**src/rtl/sys_defs.sv**
```systemverilog
// sys_defs: shared FSM state, access-size codes and byte-enable patterns for the memory stage.
package sys_defs;
  typedef enum logic [1:0] {IDLE, REQ, WAIT, DONE} mem_state_t;
  localparam logic [2:0] MEM_BYTE = 3'b000;
  localparam logic [2:0] MEM_HALF = 3'b001;
  localparam logic [2:0] MEM_WORD = 3'b010;
  localparam logic [2:0] MEM_BYTEU = 3'b100;
  localparam logic [2:0] MEM_HALFU = 3'b101;
  localparam logic [3:0] BE_BYTE = 4'b0001;
  localparam logic [3:0] BE_HALF = 4'b0011;
  localparam logic [3:0] BE_WORD = 4'b1111;
  function automatic logic illegal_access(input logic [2:0] f3, input logic [1:0] a);
    return f3 == 3'b011 || f3[2:1] == 2'b11 || (f3[1:0] == MEM_HALF[1:0] && a[0]) ||
           (f3[1:0] == MEM_WORD[1:0] && a != 2'b00);
  endfunction
endpackage

```
**src/rtl/load_align.sv**
```systemverilog
// load_align: picks the addressed byte/halfword lane of a load word and sign- or zero-extends it.
module load_align
  import sys_defs::*;
(
  input  logic [31:0] rdata,
  input  logic [1:0]  addr,
  input  logic [2:0]  funct3,
  output logic [31:0] result
);
  logic [7:0]  b;
  logic [15:0] h;
  assign b = rdata[{addr, 3'b000} +: 8];
  assign h = rdata[{addr[1], 4'b0000} +: 16];
  always_comb
    result = funct3 == MEM_BYTE  ? {{24{b[7]}}, b} :
             funct3 == MEM_BYTEU ? {24'b0, b} :
             funct3 == MEM_HALF  ? {{16{h[15]}}, h} :
             funct3 == MEM_HALFU ? {16'b0, h} : rdata;
endmodule

```
**src/rtl/mem_stage.sv**
```systemverilog
// mem_stage: pipeline memory stage driving a req/gnt/rvalid bus; stalls upstream while an access is in flight.
module mem_stage
  import sys_defs::*;
(
  input  logic        clk,
  input  logic        rst,
  input  logic        ex_mem_valid_inst,
  input  logic        ex_mem_rd_mem,
  input  logic        ex_mem_wr_mem,
  input  logic [31:0] ex_mem_alu_result,
  input  logic [31:0] ex_mem_regb,
  input  logic [2:0]  ex_mem_funct3,
  input  logic        mem2proc_gnt,
  input  logic        mem2proc_rvalid,
  input  logic [31:0] mem2proc_rdata,
  output logic        proc2mem_req,
  output logic        proc2mem_we,
  output logic [31:0] proc2mem_addr,
  output logic [31:0] proc2mem_wdata,
  output logic [3:0]  proc2mem_be,
  output logic [31:0] mem_result_out,
  output logic        mem_stall_out,
  output logic        mem_done_out,
  output logic        mem_err_out
);
  mem_state_t  state;
  logic [31:0] addr_r, wdata_r, result_r, wdata_n, load_data;
  logic [3:0]  be_r, be_n;
  logic [2:0]  f3_r;
  logic [1:0]  lane_r;
  logic        we_r, err_r, mem_op, bad;
  assign mem_op = ex_mem_valid_inst & (ex_mem_rd_mem | ex_mem_wr_mem);
  assign bad = illegal_access(ex_mem_funct3, ex_mem_alu_result[1:0]);
  always_comb begin
    be_n = ex_mem_funct3[1:0] == MEM_BYTE[1:0] ? BE_BYTE << ex_mem_alu_result[1:0] :
           ex_mem_funct3[1:0] == MEM_HALF[1:0] ? BE_HALF << ex_mem_alu_result[1:0] : BE_WORD;
    wdata_n = ex_mem_funct3[1:0] == MEM_BYTE[1:0] ? {4{ex_mem_regb[7:0]}} :
              ex_mem_funct3[1:0] == MEM_HALF[1:0] ? {2{ex_mem_regb[15:0]}} : ex_mem_regb;
  end
  load_align u_align (.rdata(mem2proc_rdata), .addr(lane_r), .funct3(f3_r), .result(load_data));
  // rvalid only matters while a load owns the bus (REQ after gnt, or WAIT)
  always_ff @(posedge clk or negedge rst)
    if (!rst) begin
      state <= IDLE;
      addr_r <= '0;
      wdata_r <= '0;
      result_r <= '0;
      be_r <= '0;
      f3_r <= '0;
      lane_r <= '0;
      we_r <= 1'b0;
      err_r <= 1'b0;
    end else
      case (state)
        IDLE: if (mem_op) begin
          addr_r <= {ex_mem_alu_result[31:2], 2'b00};
          wdata_r <= wdata_n;
          be_r <= be_n;
          f3_r <= ex_mem_funct3;
          lane_r <= ex_mem_alu_result[1:0];
          we_r <= ~ex_mem_rd_mem;
          err_r <= bad;
          result_r <= '0;
          state <= bad ? DONE : REQ;
        end
        REQ: if (mem2proc_gnt) begin
          if (!we_r && mem2proc_rvalid) result_r <= load_data;
          state <= (we_r || mem2proc_rvalid) ? DONE : WAIT;
        end
        WAIT: if (mem2proc_rvalid) begin
          result_r <= load_data;
          state <= DONE;
        end
        DONE: begin
          err_r <= 1'b0;
          state <= IDLE;
        end
      endcase
  assign proc2mem_req = state == REQ;
  assign proc2mem_we = proc2mem_req & we_r;
  assign proc2mem_be = proc2mem_req ? be_r : '0;
  assign proc2mem_addr = addr_r;
  assign proc2mem_wdata = wdata_r;
  assign mem_done_out = state == DONE;
  assign mem_err_out = mem_done_out & err_r;
  assign mem_stall_out = rst & ((state == IDLE & mem_op) | state == REQ | state == WAIT);
  assign mem_result_out = mem_done_out ? result_r : (state == IDLE && rst) ? ex_mem_alu_result : '0;
endmodule

```
**config.mk**
```make
export PLATFORM = sky130hd
export DESIGN_NAME = mem_stage
export DESIGN_NICKNAME = d
export VERILOG_FILES = /design/src/rtl/sys_defs.sv /design/src/rtl/load_align.sv /design/src/rtl/mem_stage.sv
export SDC_FILE = /design/constraint.sdc
export NUM_CORES = 1
export LEC_CHECK = 0
export CORE_ASPECT_RATIO = 0.5
export CORE_UTILIZATION = 45
export CTS_BUF_LIST = sky130_fd_sc_hd__clkbuf_16
export DETAILED_ROUTE_END_ITERATION = 6
export PLACE_DENSITY = 0.82
export REMOVE_ABC_BUFFERS = 1
export SYNTH_ARGS = -nofsm -noshare
export SYNTH_HDL_FRONTEND = slang
export SYNTH_SLANG_ARGS = --single-unit
```
**constraint.sdc**
```tcl
create_clock -name clk -period 2.6 [get_ports clk]
set_input_delay 0.26 -clock clk [delete_from_list [all_inputs] [get_ports clk]]
set_output_delay 0.26 -clock clk [all_outputs]
set_load 0.01 [all_outputs]
```
# [After elaboration in Yosys (flattened, before gate mapping)]
# Cells that the tools add are included.
[classes] n_mux=24 div_mod_pow=0 bitwise=9 n_shift=4 multipliers=0 addsub=0 reduce_logical=19 order_cmp=0 eq_ne=14
[op_table] operator="32-bit two-way mux" n=12
[op_table] operator="32-bit one-hot mux with 3 select lines" n=1
[op_table] operator="32-bit by 6-bit variable part select with 16-bit output" n=1
[op_table] operator="32-bit by 6-bit variable part select with 8-bit output" n=1
[op_table] operator="4-bit two-way mux" n=3
[op_table] operator="2-bit == test (second input constant)" n=4
[op_table] operator="2-bit two-way mux" n=4
[op_table] operator="2-bit one-hot mux with 4 select lines" n=1
[op_table] operator="3-bit == test (second input constant)" n=2
[op_table] operator="2-bit != test (second input constant)" n=3
[op_table] operator="1-bit bitwise AND" n=5
[op_table] operator="5-bit AND reduction" n=1
[op_table] operator="2-bit by 1-bit == test with 1-bit output (second input constant)" n=2
[op_table] operator="1-bit logical AND" n=4
[op_table] operator="2-bit logical NOT" n=2
[op_table] operator="1-bit logical OR" n=4
[op_table] operator="2-bit AND reduction" n=2
[op_table] operator="2-bit nonzero test" n=2
[op_table] operator="1-bit by 2-bit left shift with 4-bit output (first input constant)" n=1
[op_table] operator="2-bit by 2-bit left shift with 4-bit output (first input constant)" n=1
[op_table] operator="3-bit by 1-bit == test with 1-bit output (second input constant)" n=1
[op_table] operator="3-bit by 2-bit == test with 1-bit output (second input constant)" n=1
[op_table] operator="3-bit logical NOT" n=1
[op_table] operator="1-bit OR" n=3
[op_table] operator="other kinds (7)" n=8
[word_totals] mem_count=0 in_bits=106 output_inout_bits=105 wordCells=79 ramBits=0 register_bits=107 rom_bits=0 latchBits=0

# [Depth between registers and ports, before layout]
[logic_depth] ltp_word=8 mapped_depth=8

# [Hierarchy]
# A second synthesis with hierarchy kept.
[unflattened] cells_unflattened=601 hier_area_um2=6087.1
[modules_own_cells] mod="mem_stage" cells_per_inst=474 seq_area_each_um2=2677.6 area_per_inst_um2=5156.2 n_inst=1
[modules_own_cells] mod="load_align" cells_per_inst=127 seq_area_each_um2=0.0 area_per_inst_um2=930.9 n_inst=1

# [Worst setup path before layout]
# No wires, ideal clock.
[synth_path] path_type="reg-to-reg" from="register state[0]" to="register result_r[3]" slack_ns=0.558 path_buffers=2 arrival_time_ns=1.917 required_time_ns=2.475 setup_ns=0.125 stages_incl_launch_ff=9 cell_sequence="dfrtp_1 > inv_1 > ha_1 > nor2b_1 > a221o_1 > or2_1 > buf_2 > buf_6 > mux2_4"
[synth_between] elab_chain_len=3 elab_cells_between_ends=10 classes_between="eq/ne (6); mux (1); reduce/logical (3)"
[synth_lines] item="start: declaration" line_no="mem_stage.sv:26" source="mem_state_t state;"
[synth_lines] item="start signal: assignment" line_no="mem_stage.sv:64" source="state <= bad ? DONE : REQ;"
[synth_lines] item="start signal: assignment" line_no="mem_stage.sv:68" source="state <= (we_r || mem2proc_rvalid) ? DONE : WAIT;"
[synth_lines] item="2-bit by 1-bit == test with 1-bit output (tied with other cells)" line_no="mem_stage.sv:54" source="case (state)"
[synth_lines] item="2-bit by 1-bit != test with 1-bit output (no source line) (tied with other cells)"
[synth_lines] item="5-bit AND reduction (no source line)"
[synth_lines] item="end signal: assignment" line_no="mem_stage.sv:67" source="if (!we_r && mem2proc_rvalid) result_r <= load_data;"
[synth_lines] item="end signal: assignment" line_no="mem_stage.sv:71" source="result_r <= load_data;"
[synth_lines] item="end: declaration" line_no="mem_stage.sv:27" source="logic [31:0] addr_r, wdata_r, result_r, wdata_n, load_data;"
# Several ways; a longest one is shown, not always the timed one.
# A chain may end at the register's enable or synchronous reset.

# [Worst setup path after layout]
[layout_path] from="register state[0]" to="output port mem_result_out[13]"
[layout_between] elab_chain_len=4 elab_cells_between_ends=5 classes_between="eq/ne (1); mux (2); reduce/logical (2)"
[layout_lines] item="2-bit logical NOT" line_no="mem_stage.sv:87" source="assign mem_result_out = mem_done_out ? result_r : (state == IDLE && rst) ? ex_mem_alu_result : '0;"
[layout_lines] item="1-bit logical AND" line_no="mem_stage.sv:87"
[layout_lines] item="32-bit two-way mux" line_no="mem_stage.sv:87"
[layout_lines] item="32-bit two-way mux (*)" line_no="mem_stage.sv:87"
[layout_lines] item="end: declaration" line_no="mem_stage.sv:21" source="output logic [31:0] mem_result_out,"
# Every way passes the cells marked *; elsewhere a longest branch is shown, timed or not.

==> impl_metrics.env <==
export IMPL_critPathRequiredTime_ps=2340
export IMPL_tritoncts="done"
export IMPL_clock_sinks=107
export IMPL_ir_worst_vdd_mv=0.593
export IMPL_gp_congestion=0.854
export IMPL_routed_wl_um=15600
export IMPL_p_total_w=0.00930
export IMPL_hold_viol_final=0
export IMPL_setup_viol=0
export IMPL_maxCapViolations=0
export IMPL_synth_top_area_share_pct=48.1
export IMPL_cts_setup_buffers=0
export IMPL_critPathMaxStageDelay_ps=530
export IMPL_cp_slowest_cell="clkdlybuf4s50_1"
export IMPL_io_buffers=208
export IMPL_drive_gt1_share_pct=12.3
export IMPL_viasPerCell=5.55
export IMPL_fin_tns_setup_ps=0
export IMPL_synth_top_cell_by_area="dfrtp_1"
export IMPL_async_flop_share_pct=100
export IMPL_ys_types=46
export IMPL_rows=28
export IMPL_wire_per_inst_um=17.4
export IMPL_nFillCells=928
export IMPL_drtPass1Iterations=6
export IMPL_drc=0
export IMPL_synthCells=530
export IMPL_hpwl_um=11000
export IMPL_drt_iter0_drc=343
export IMPL_synth_edf_count=0
export IMPL_core_area_um2=11900
export IMPL_fin_util_pct=68.2
export IMPL_setup_worst_path_end_class="output port"
export IMPL_worstSetupPathType="reg2out"
export IMPL_worstPathArrival_ps=2250
export IMPL_clkTransAtPathRegs_ps=70
export IMPL_syn_to_final_growth_pct=46.3
export IMPL_die_area_um2=12800
export IMPL_grt_usage_pct=24.7
export IMPL_cts_buffer_depth=2
export IMPL_clkLatencyLatePin_ps=350
export IMPL_start_kind="register"
export IMPL_period_needed_ps=2510
export IMPL_drv_slew=0
export IMPL_skew_ps=8.44
export IMPL_antenna_found_initial=0
export IMPL_tightestPinTransition_ps=1060
export IMPL_status="complete, no violations"
export IMPL_grt_setup_unrepaired="no"
export IMPL_hp_class="in2async"
export IMPL_nets=840
export IMPL_h_tree_depth=3
export IMPL_vias=4971
export IMPL_powerDensity_nw_per_um2=1140
export IMPL_synth_main_ff_cell="dfrtp_1"
export IMPL_leakagePower_nw=3.43
export IMPL_pin_count=211
export IMPL_grt_ovfl_total=0
export IMPL_crit_path_cell_trace="inv_2 -> ha_4 -> nand2_1 -> nor2_4 -> clkbuf_16 -> a22o_1 -> clkdlybuf4s50_1"
export IMPL_syn_area_um2=5570
export IMPL_n_antenna_cell=0
export IMPL_path_buf_inv=3
export IMPL_critPathTopFamily="buffers and inverters"
export IMPL_holdWs_ps=475
export IMPL_cts_root_buf="clkbuf_16"
export IMPL_final_cell_mix="207 x clkdlybuf4s50_1, 106 x dfrtp_1, 55 x o21ai_0"
export IMPL_start_util_pct=46.6
export IMPL_grt_pass1_wl_um=25200
export IMPL_avgSynthCellArea_um2=10.5
export IMPL_cts_buffers=9
export IMPL_regArea_um2=2680
export IMPL_path_max_fanout=16
export IMPL_antenna_left=0
export IMPL_ys_seq_elements=107
export IMPL_post_route_period_util_pct=96.5
export IMPL_first_global_vias=4970
export IMPL_fmax_mhz=399
export IMPL_slew_headroom_pct=29.1
export IMPL_grt_max_degree=106
export IMPL_multi_input_area_um2=2670
export IMPL_yosys_warnings=0
export IMPL_synth_area_top_cells="dfrtp_1 48%, mux2_2 8.9%, mux2i_1 5.2%"
export IMPL_die_w_um=159
export IMPL_seq_area_frac_synth_pct=48.1
export IMPL_die_h_um=80.7
export IMPL_final_common_cell="clkdlybuf4s50_1"
-- metrics by stage --
stage / std cells / cell area, um2 / setup WS, ps
2_1_floorplan: 486 / 5370 / -2720
3_3_place_gp: 877 / 7820 / 467
3_5_place_dp: 877 / 7820 / 378
4_1_cts: 894 / 8100 / 10.2
5_1_grt: 895 / 8150 / 20.0
6_report: 895 / 8150 / 91.4
-- worst reg2reg max path, delay by kind of cell (launching register included) --
family | cells | cell delay (ps)
mux | 1 | 360
flops | 1 | 430
fa+ha+maj | 1 | 210
compound gates | 1 | 270
buf+inv | 2 | 330
simple gates | 2 | 380
-- per-layer routing --
layer | up-vias | GRT usage, % | share of wire [%]
met5 | - | 0 | 0
met4 | 0 | 8.08 | 2.2
li1 | 2340 | - | -
met2 | 191 | 42.7 | 49
met1 | 2412 | 31.0 | 43
met3 | 28 | 5.58 | 5.8
-- what timing repair did --
action / CTS / global route
endpoints found under the setup margin: 0 / 32
hold endpoints to repair: 22 / 0
gates resized for setup: 0 / 6
hold buffers: 1 / 0
-- registers in the layout (all words and copies together), names as in the netlist --
signal and flops:
state 2, lane_r 2, proc2mem_addr 30, f3_r 3, result_r 32, we_r 1
proc2mem_wdata 32, err_r 1, be_r 4
-- worst paths after layout --
kind,cells past startpoint,to,from,slack (ps)
min,3,proc2mem_wdata[21],rst,470
max reg2reg,7,result_r[2],state[0],510
min in group clk,2,proc2mem_wdata[25],proc2mem_wdata[25],480
max,7,mem_result_out[13],state[0],90
min reg2reg,2,proc2mem_wdata[25],proc2mem_wdata[25],470
max in group asynchronous,4,result_r[4],rst,760
-- report_power, final --
part	internal (W)	switching, W
registers	0.00244	0.000479
clock network	0.000656	0.000642
logic	0.00267	0.00241
-- logic make-up after synthesis --
group	share of synthesized area [%]
mux	15.7
buf+inv	4.43
other cells	0.0674
simple gates	8.07
compound gates	21.6
flops	48.1
fa+ha+maj	2.02
-- synth_stat cells, drive strengths merged (9+ instances only) --
library cell and instances:
a21oi 9, a22o 32, buf 11, clkbuf 34, dfrtp 107, ha 9, inv 11, mux2 49
mux2i 29, nand2 38, nand3 11, nor2 35, o21ai 66, o22ai 9, o31ai 21
-- cell type report --
| cell class | instances | share of cell area (%) |
|---|---|---|
| clock inverters | 7 | 0.630 |
| flip-flops and latches | 107 | 32.9 |
| inverters | 11 | 0.507 |
| clock buffers | 9 | 2.76 |
| repair buffers | 228 | 27.9 |
| multi-input cells | 368 | 32.7 |
| well taps | 165 | 2.53 |
No activity file was read; power rests on OpenSTA's default activity.
